`config.mk`:
```
export PLATFORM = sky130hd
export DESIGN_NAME = add_seq_ctrl
export DESIGN_NICKNAME = d
export VERILOG_FILES = /design/src/rtl/add_seq_ctrl.sv
export SDC_FILE = /design/constraint.sdc
export NUM_CORES = 1
export LEC_CHECK = 0
export CORE_ASPECT_RATIO = 2
export CORE_UTILIZATION = 35
export CTS_CLUSTER_DIAMETER = 100
export DETAILED_ROUTE_END_ITERATION = 6
export PLACE_DENSITY = 0.57
export SLEW_MARGIN = 30
export SYNTH_ARGS = -nofsm -noshare
export SYNTH_HDL_FRONTEND = slang
export SYNTH_SLANG_ARGS = --single-unit
```
`constraint.sdc`:
```
create_clock -name clk -period 2.16 [get_ports clk]
set_input_delay 0.216 -clock clk [delete_from_list [all_inputs] [get_ports clk]]
set_output_delay 0.216 -clock clk [all_outputs]
set_load 0.02 [all_outputs]
```
`src/rtl/add_seq_ctrl.sv`:
```
// Byte-serial NBYTES*8-bit add/subtract sequencer driving one external 8-bit adder slice.
// Optional SEQ_FLAGS_EN adds registered zero and signed-overflow result flags.
module add_seq_ctrl #(
    parameter int unsigned NBYTES = 4
) (
    input  logic                  clk,
    input  logic                  rst_n,
    input  logic                  req_valid,
    output logic                  req_ready,
    input  logic [8*NBYTES-1:0]   req_a,
    input  logic [8*NBYTES-1:0]   req_b,
    input  logic                  req_cin,
    input  logic                  req_sub,
    output logic [7:0]            add_a,
    output logic [7:0]            add_b,
    output logic                  add_cin,
    input  logic [7:0]            add_s,
    input  logic                  add_cout,
    output logic                  rsp_valid,
    input  logic                  rsp_ready,
    output logic [8*NBYTES-1:0]   rsp_sum,
    output logic                  rsp_cout
`ifdef SEQ_FLAGS_EN
   ,output logic                  rsp_zero,
    output logic                  rsp_ovf
`endif
);

    localparam int unsigned W  = 8 * NBYTES;
    localparam int unsigned CW = $clog2(NBYTES);

    typedef enum logic [1:0] {
        IDLE = 2'd0,
        RUN  = 2'd1,
        DONE = 2'd2
    } state_t;

    state_t          state;
    logic [W-1:0]    op_a;
    logic [W-1:0]    op_b;
    logic [CW-1:0]   cnt;
    logic [W-1:0]    sum_next;
    logic            last;

    // Result bytes enter at the top and shift down, so after NBYTES steps byte 0 sits at the bottom.
    assign sum_next = {add_s, rsp_sum[W-1:8]};
    assign last     = (cnt == CW'(NBYTES - 1));

`ifdef SEQ_FLAGS_EN
    logic msb_cin;
    assign msb_cin = add_s[7] ^ add_a[7] ^ add_b[7];
`endif

    // add_cin doubles as the chained carry register while in RUN and is cleared elsewhere.
    always_ff @(posedge clk or negedge rst_n) begin
        if (!rst_n) begin
            state     <= IDLE;
            req_ready <= 1'b1;
            rsp_valid <= 1'b0;
            rsp_sum   <= '0;
            rsp_cout  <= 1'b0;
            cnt       <= '0;
            op_a      <= '0;
            op_b      <= '0;
            add_a     <= 8'd0;
            add_b     <= 8'd0;
            add_cin   <= 1'b0;
`ifdef SEQ_FLAGS_EN
            rsp_zero  <= 1'b0;
            rsp_ovf   <= 1'b0;
`endif
        end else begin
            case (state)
                IDLE: begin
                    if (req_valid) begin
                        state     <= RUN;
                        req_ready <= 1'b0;
                        cnt       <= '0;
                        op_a      <= req_a >> 8;
                        op_b      <= (req_sub ? ~req_b : req_b) >> 8;
                        add_a     <= req_a[7:0];
                        add_b     <= req_sub ? ~req_b[7:0] : req_b[7:0];
                        add_cin   <= req_sub | req_cin;
                    end
                end
                RUN: begin
                    rsp_sum <= sum_next;
                    cnt     <= cnt + 1'b1;
                    if (last) begin
                        state     <= DONE;
                        rsp_valid <= 1'b1;
                        rsp_cout  <= add_cout;
                        add_a     <= 8'd0;
                        add_b     <= 8'd0;
                        add_cin   <= 1'b0;
`ifdef SEQ_FLAGS_EN
                        rsp_zero  <= (sum_next == '0);
                        rsp_ovf   <= msb_cin ^ add_cout;
`endif
                    end else begin
                        add_a   <= op_a[7:0];
                        add_b   <= op_b[7:0];
                        add_cin <= add_cout;
                        op_a    <= op_a >> 8;
                        op_b    <= op_b >> 8;
                    end
                end
                DONE: begin
                    if (rsp_ready) begin
                        state     <= IDLE;
                        rsp_valid <= 1'b0;
                        req_ready <= 1'b1;
                    end
                end
                default: begin
                    state     <= IDLE;
                    req_ready <= 1'b1;
                    rsp_valid <= 1'b0;
                end
            endcase
        end
    end

endmodule
```
==> results of run 1 <==
==> cell usage in the layout, fill, tap and decap left out, types with 2 or more instances in the layout <==
cell	n
nand2_1	157
clkdlybuf4s50_1	128
dfrtp_1	103
nor2_1	25
o21ai_0	20
a22o_1	17
a31oi_1	17
xor2_1	16
nor3_1	16
xnor2_1	16
buf_4	15
mux2_4	12
a21oi_1	11
o31ai_1	9
clkbuf_16	9
a221oi_1	7
mux2_2	5
inv_1	3
nor3b_4	2
clkinv_4	2
inv_6	2
buf_12	2
==> kinds of logic after synthesis <==
group                    after synthesis
AND/OR/NAND/NOR                      204
flip-flops                           104
AO/OA/AOI/OAI                         84
XOR/XNOR                              32
adder cells (fa/ha/maj)                1
multiplexers                          17
buffers and inverters                 38
==> sequential cells by signal (all words and copies together) (netlist names) <==
name	count
add_a	8
add_b	8
add_cin	1
cnt	2
op_a	24
op_b	24
req_ready	1
rsp_cout	1
rsp_sum	32
rsp_valid	1
state	2
==> per-stage QoR <==
stage	setup slack [ns]	std cells	instance area, sq um	utilization [%]	hold WS [ns]
after floorplan	0.444	480	4730	-	-0.0796
after global placement	0.242	744	6190	47.4	0.288
after detailed placement	0.198	744	6190	47.4	0.300
after CTS	0.280	761	6480	49.6	0.385
after global routing	0.208	762	6490	49.6	0.408
final	0.293	762	6490	49.6	0.397
==> final timing paths <==
check                      startpoint           to  slack, ns  depth (start not counted)
max in group asynchronous       rst_n     add_b[6]       1.03                          3
min in group asynchronous       rst_n  rsp_sum[27]       0.44                          2
min                          add_s[5]  rsp_sum[29]       0.40                          3
max reg2reg                    cnt[0]      op_b[2]       0.29                          5
max                            cnt[0]      op_b[2]       0.29                          5
min reg2reg                rsp_sum[6]   rsp_sum[6]       0.48                          2
==> worst max-delay path, delay by kind of cell (launching register included) <==
| family | cells | cell delay, ns |
|---|---|---|
| multiplexers | 1 | 0.39 |
| flip-flops | 1 | 0.40 |
| adder cells (fa/ha/maj) | 1 | 0.28 |
| buffers and inverters | 1 | 0.34 |
| AND/OR/NAND/NOR | 2 | 0.33 |
==> routing by layer <==
metal  global-route usage (%)  share of wire [%]  up-vias
met5                        0                  0        -
met4                     7.50                2.7        0
met3                     3.07                3.7       16
met2                     34.2                 56       89
met1                     20.7                 38     1865
li1                         -                  -     1848
==> power groups by stage <==
stage	registers (mW)	logic (mW)	clock network (mW)
6_report	3.55	5.19	1.55
5_1_grt	3.67	5.70	1.67
4_1_cts	3.56	5.30	1.59
3_5_place_dp	3.59	5.29	0
3_3_place_gp	3.55	5.17	0
2_1_floorplan	3.97	2.94	0
==> final cells by class <==
| cell class | instances | area (sq um) | area share (%) |
|---|---|---|---|
| multi-input cells | 338 | 1940 | 30.0 |
| repair buffers | 147 | 1450 | 22.3 |
| inverters | 4 | 17.5 | 0.270 |
| clock buffers | 10 | 229 | 3.53 |
| well taps | 152 | 190 | 2.93 |
| clock inverters | 6 | 51.3 | 0.791 |
| flip-flops and latches | 104 | 2600 | 40.1 |
| diodes | 1 | 2.50 | 0.0386 |
==> out/metrics.yaml, run 1 <==
synth.most_common_cell: "nand2_1"
grt_overflow_total: 0
violations: "DRC"
syn2layout_area_growth_pct: 37.1
grt_max_degree: 59
cts_inserted_buffers: 9
power.total_mw: 10.3
synthSimpleGateAreaFrac_pct: 17.6
synth.area.top_cells: "dfrtp_1 (54%), nand2_1 (12%), mux2_4 (3.8%)"
crit_fanout: 33
synth-compound-area-share_pct: 12.0
cts_setup_buffers: 0
worstPathArrival_ns: 2.09
setup_viol: 0
maxCapViolations: 0
clockRootBuffer: "clkbuf_16"
synthDistinctLibCells: 32
max_clock_freq_mhz: 536
place_congestion: 0.773
grt_pass1_vias: 3990
drt_iter0_drc: 114
cp_slowest_cell: "dfrtp_1"
ys_seq_area_share_pct: 55.0
die-area_sq_mm: 0.0140
final_hold_viol_count: 0
cts-hold-fix-buffers: 1
powerDensity_mw_per_mm2: 1590
async_reset_ff_share_pct: 100
syn-instance-count: 480
crit_required_ns: 2.38
start_kind: "register"
synth_adder_area_share_pct: 0.264
p_switching_mw: 4.20
die_h_um: 166
post_cts_resized: 0
peakVddDrop_mv: 0.668
grt_pass1_wl_um: 20300
core_sq_mm: 0.0131
vias_per_cell: 5.01
seq_power_share_pct: 34.5
syn_avg_cell_area_sq_um: 9.86
ys_ff_latch: 104
max_stage_delay_ns: 0.40
tightest_slew_ns: 0.661
fill_cells: 1268
synth-xor-area-share_pct: 5.92
critical_path_class: "reg -> reg"
pwr-share-comb_pct: 50.5
max_slew_margin_pct: 56.0
synth_area_sq_mm: 0.00473
clkTransAtPathRegs_ns: 0.08
synth_top_area_share_pct: 54.5
antenna_found_initial: 1
synth_top_cell_by_area: "dfrtp_1"
first_pass_iters: 6
cts_tree: "done"
insertion_delay_ns: 0.34
fin_nets: 684
htreeDepth: 3
pwr-share-clk_pct: 15.1
drtAntennaViolNets: 0
synth_top_family_by_area: "simple AND/OR/NAND/NOR gates"
min_period_ns: 1.87
grt_usage_pct: 18.5
p_int_mw: 6.10
layout-drive-gt1-share_pct: 9.69
core.rowCount: 59
end_kind: "register"
vias: 3818
drcViolationCount: 7
rsz0062_at_grt: "no"
synth_top_cells_by_count: "nand2_1 (157), dfrtp_1 (103), nor2_1 (25)"
dieWidth_um: 84.2
slew_viol_final: 0
synth-edff-count: 0
p_sw_share_pct: 40.8
ios: 131
place.port_buffers: 130
ys.warnings.count: 0
fin_crit_sh_pct: 86.4
drt-total-wl_um: 12300
synth_nets: 560
dp.final_hpwl_um: 8920
synthMuxAreaShare_pct: 5.00
leakagePower_nw: 2.90
clock_sinks: 104
path_cells: "ha_1, nor3b_4, nor2_4, inv_4, mux2_2"
finClkSkew_ns: 0.00775
status: "complete, but fails checks"
timing.setup.tns_ns: 0
start_util_pct: 36.2
worstHoldPathType: "in -> reg"
wl_per_cell_um: 16.1
clock_path_buffers: 2
ys.flop_type: "dfrtp_1"
Power figures use the tool's default switching activity.
==> run 2: changes to the inputs <==
Settings changed: CAP_MARGIN from default to 30, MAX_ROUTING_LAYER from default to met4.
==> run 2 against run 1 <==
  * The flow still finishes with violations (DRC)
  * Sequential power about the same
  * Via count down 0.65%
  * Clock-buffer cell count unchanged
  * Critical path depth unchanged
  * Non-clock buffer count unchanged
  * Routed wire length about the same
  * Sequential share of layout area unchanged
  * Flip-flop and latch count unchanged
==> out/metrics.yaml, run 2 (synthesis gave the netlist of run 1 again) <==
status: "complete, but fails checks"
violations: "DRC"
grt_usage_pct: 19.0
grt_max_degree: 59
vias: 3793
core.rowCount: 59
hold_depth: 3
largest_register_ffs: 32
syn2layout_area_growth_pct: 37.1
timing.setup.tns_ns: 0
cts_setup_buffers: 0
grtUsageMet2_pct: 34.4
place_congestion: 0.783
cts_inserted_buffers: 9
grt_pass1_wl_um: 20300
ios: 131
drtAntennaViolNets: 0
powerDensity_mw_per_mm2: 1590
stdcell_area_sq_mm: 0.00649
wl_per_cell_um: 16.1
drt-total-wl_um: 12300
place_area_sq_mm: 0.00619
worstPathArrival_ns: 2.09
clkTransAtPathRegs_ns: 0.08
final_common_cell: "nand2_1"
finClkSkew_ns: 0.00779
crit_required_ns: 2.38
finalCoreUtilization_pct: 49.6
fin_crit_sh_pct: 86.5
antenna_found_initial: 1
core_sq_mm: 0.0131
use_met1_pct: 20.7
cts-hold-fix-buffers: 1
vias_per_cell: 4.98
first_pass_iters: 6
leakagePower_nw: 2.90
die_h_um: 166
final_cell_mix: "nand2_1 (157), clkdlybuf4s50_1 (128), dfrtp_1 (103), nor2_1 (25), o21ai_0 (20)"
reg2regPathDepth: 5
die-area_sq_mm: 0.0140
place.port_buffers: 130
final_hold_viol_count: 0
clock_sinks: 104
maxCapViolations: 0
met3_usage_pct: 2.87
dieWidth_um: 84.2
power.total_mw: 10.3
grt_overflow_total: 0
max_slew_margin_pct: 55.3
htreeDepth: 3
max_clock_freq_mhz: 535
rsz0062_at_grt: "no"
post_cts_resized: 0
insertion_delay_ns: 0.34
critical_path_class: "reg -> reg"
start_util_pct: 36.2
busiest_layer: "met2"
regMostFlops: "rsp_sum"
largestRegisters: "rsp_sum (32), op_a (24), op_b (24)"
worstHoldPathType: "in -> reg"
min_period_ns: 1.87
peakVddDrop_mv: 0.668
clockRootBuffer: "clkbuf_16"
clock_path_buffers: 2
setup_viol: 0
end_kind: "register"
drcViolationCount: 7
layout-drive-gt1-share_pct: 9.69
tightest_slew_ns: 0.671
start_kind: "register"
dp.final_hpwl_um: 8920
fin_nets: 684
crit_fanout: 33
drt_iter0_drc: 125
cts_tree: "done"
slew_viol_final: 0
grt_pass1_vias: 3987
## run 2: critical path: stages (launching register included)
cell and delay, ns:
dfrtp_1 0.40, ha_1 0.28, nor3b_4 0.26, nor2_4 0.07, inv_4 0.34, mux2_2 0.39
## run 2: per-layer routing
metal  share of wire, %  wire (um)
met5                  0          0
met4                2.7        329
met3                3.5        429
met2                 55       6790
met1                 39       4750
## run 2: final timing paths
path                            start     endpoint  slack (ns)
setup / recovery               cnt[0]      op_b[2]        0.29
hold / removal               add_s[5]  rsp_sum[29]        0.40
setup reg to reg               cnt[0]      op_b[2]        0.29
hold reg to reg            rsp_sum[6]   rsp_sum[6]        0.48
max in group asynchronous       rst_n     add_b[6]        1.02
min in group asynchronous       rst_n  rsp_sum[27]        0.45
## run 2: cell type report
class,count,area [sq um]
fillers,1268,6580
repair buffers,147,1450
inverters,4,17.5
clock inverters,6,51.3
flip-flops and latches,104,2600
diodes,1,2.50
multi-input cells,338,1940
well taps,152,190
clock buffers,10,229
## run 2: report_power, final
part / internal [mW] / leakage [nW] / switching (mW)
logic: 2.37 / 1.48 / 2.83
registers: 2.93 / 1.28 / 0.626
clock network: 0.802 / 0.139 / 0.744
## run 2: stage by stage
stage	hold WS, ns	std cells	worst slack (ns)
2_1_floorplan	-0.0796	480	0.444
3_3_place_gp	0.288	744	0.242
3_5_place_dp	0.300	744	0.198
4_1_cts	0.385	761	0.280
5_1_grt	0.408	762	0.208
6_report	0.398	762	0.292
==> run 3: changes to the inputs <==
Settings changed: GPL_TIMING_DRIVEN from default to 1.
==> results of run 3 <==
The final DEF is identical to that of run 2; final timing and power are the same.
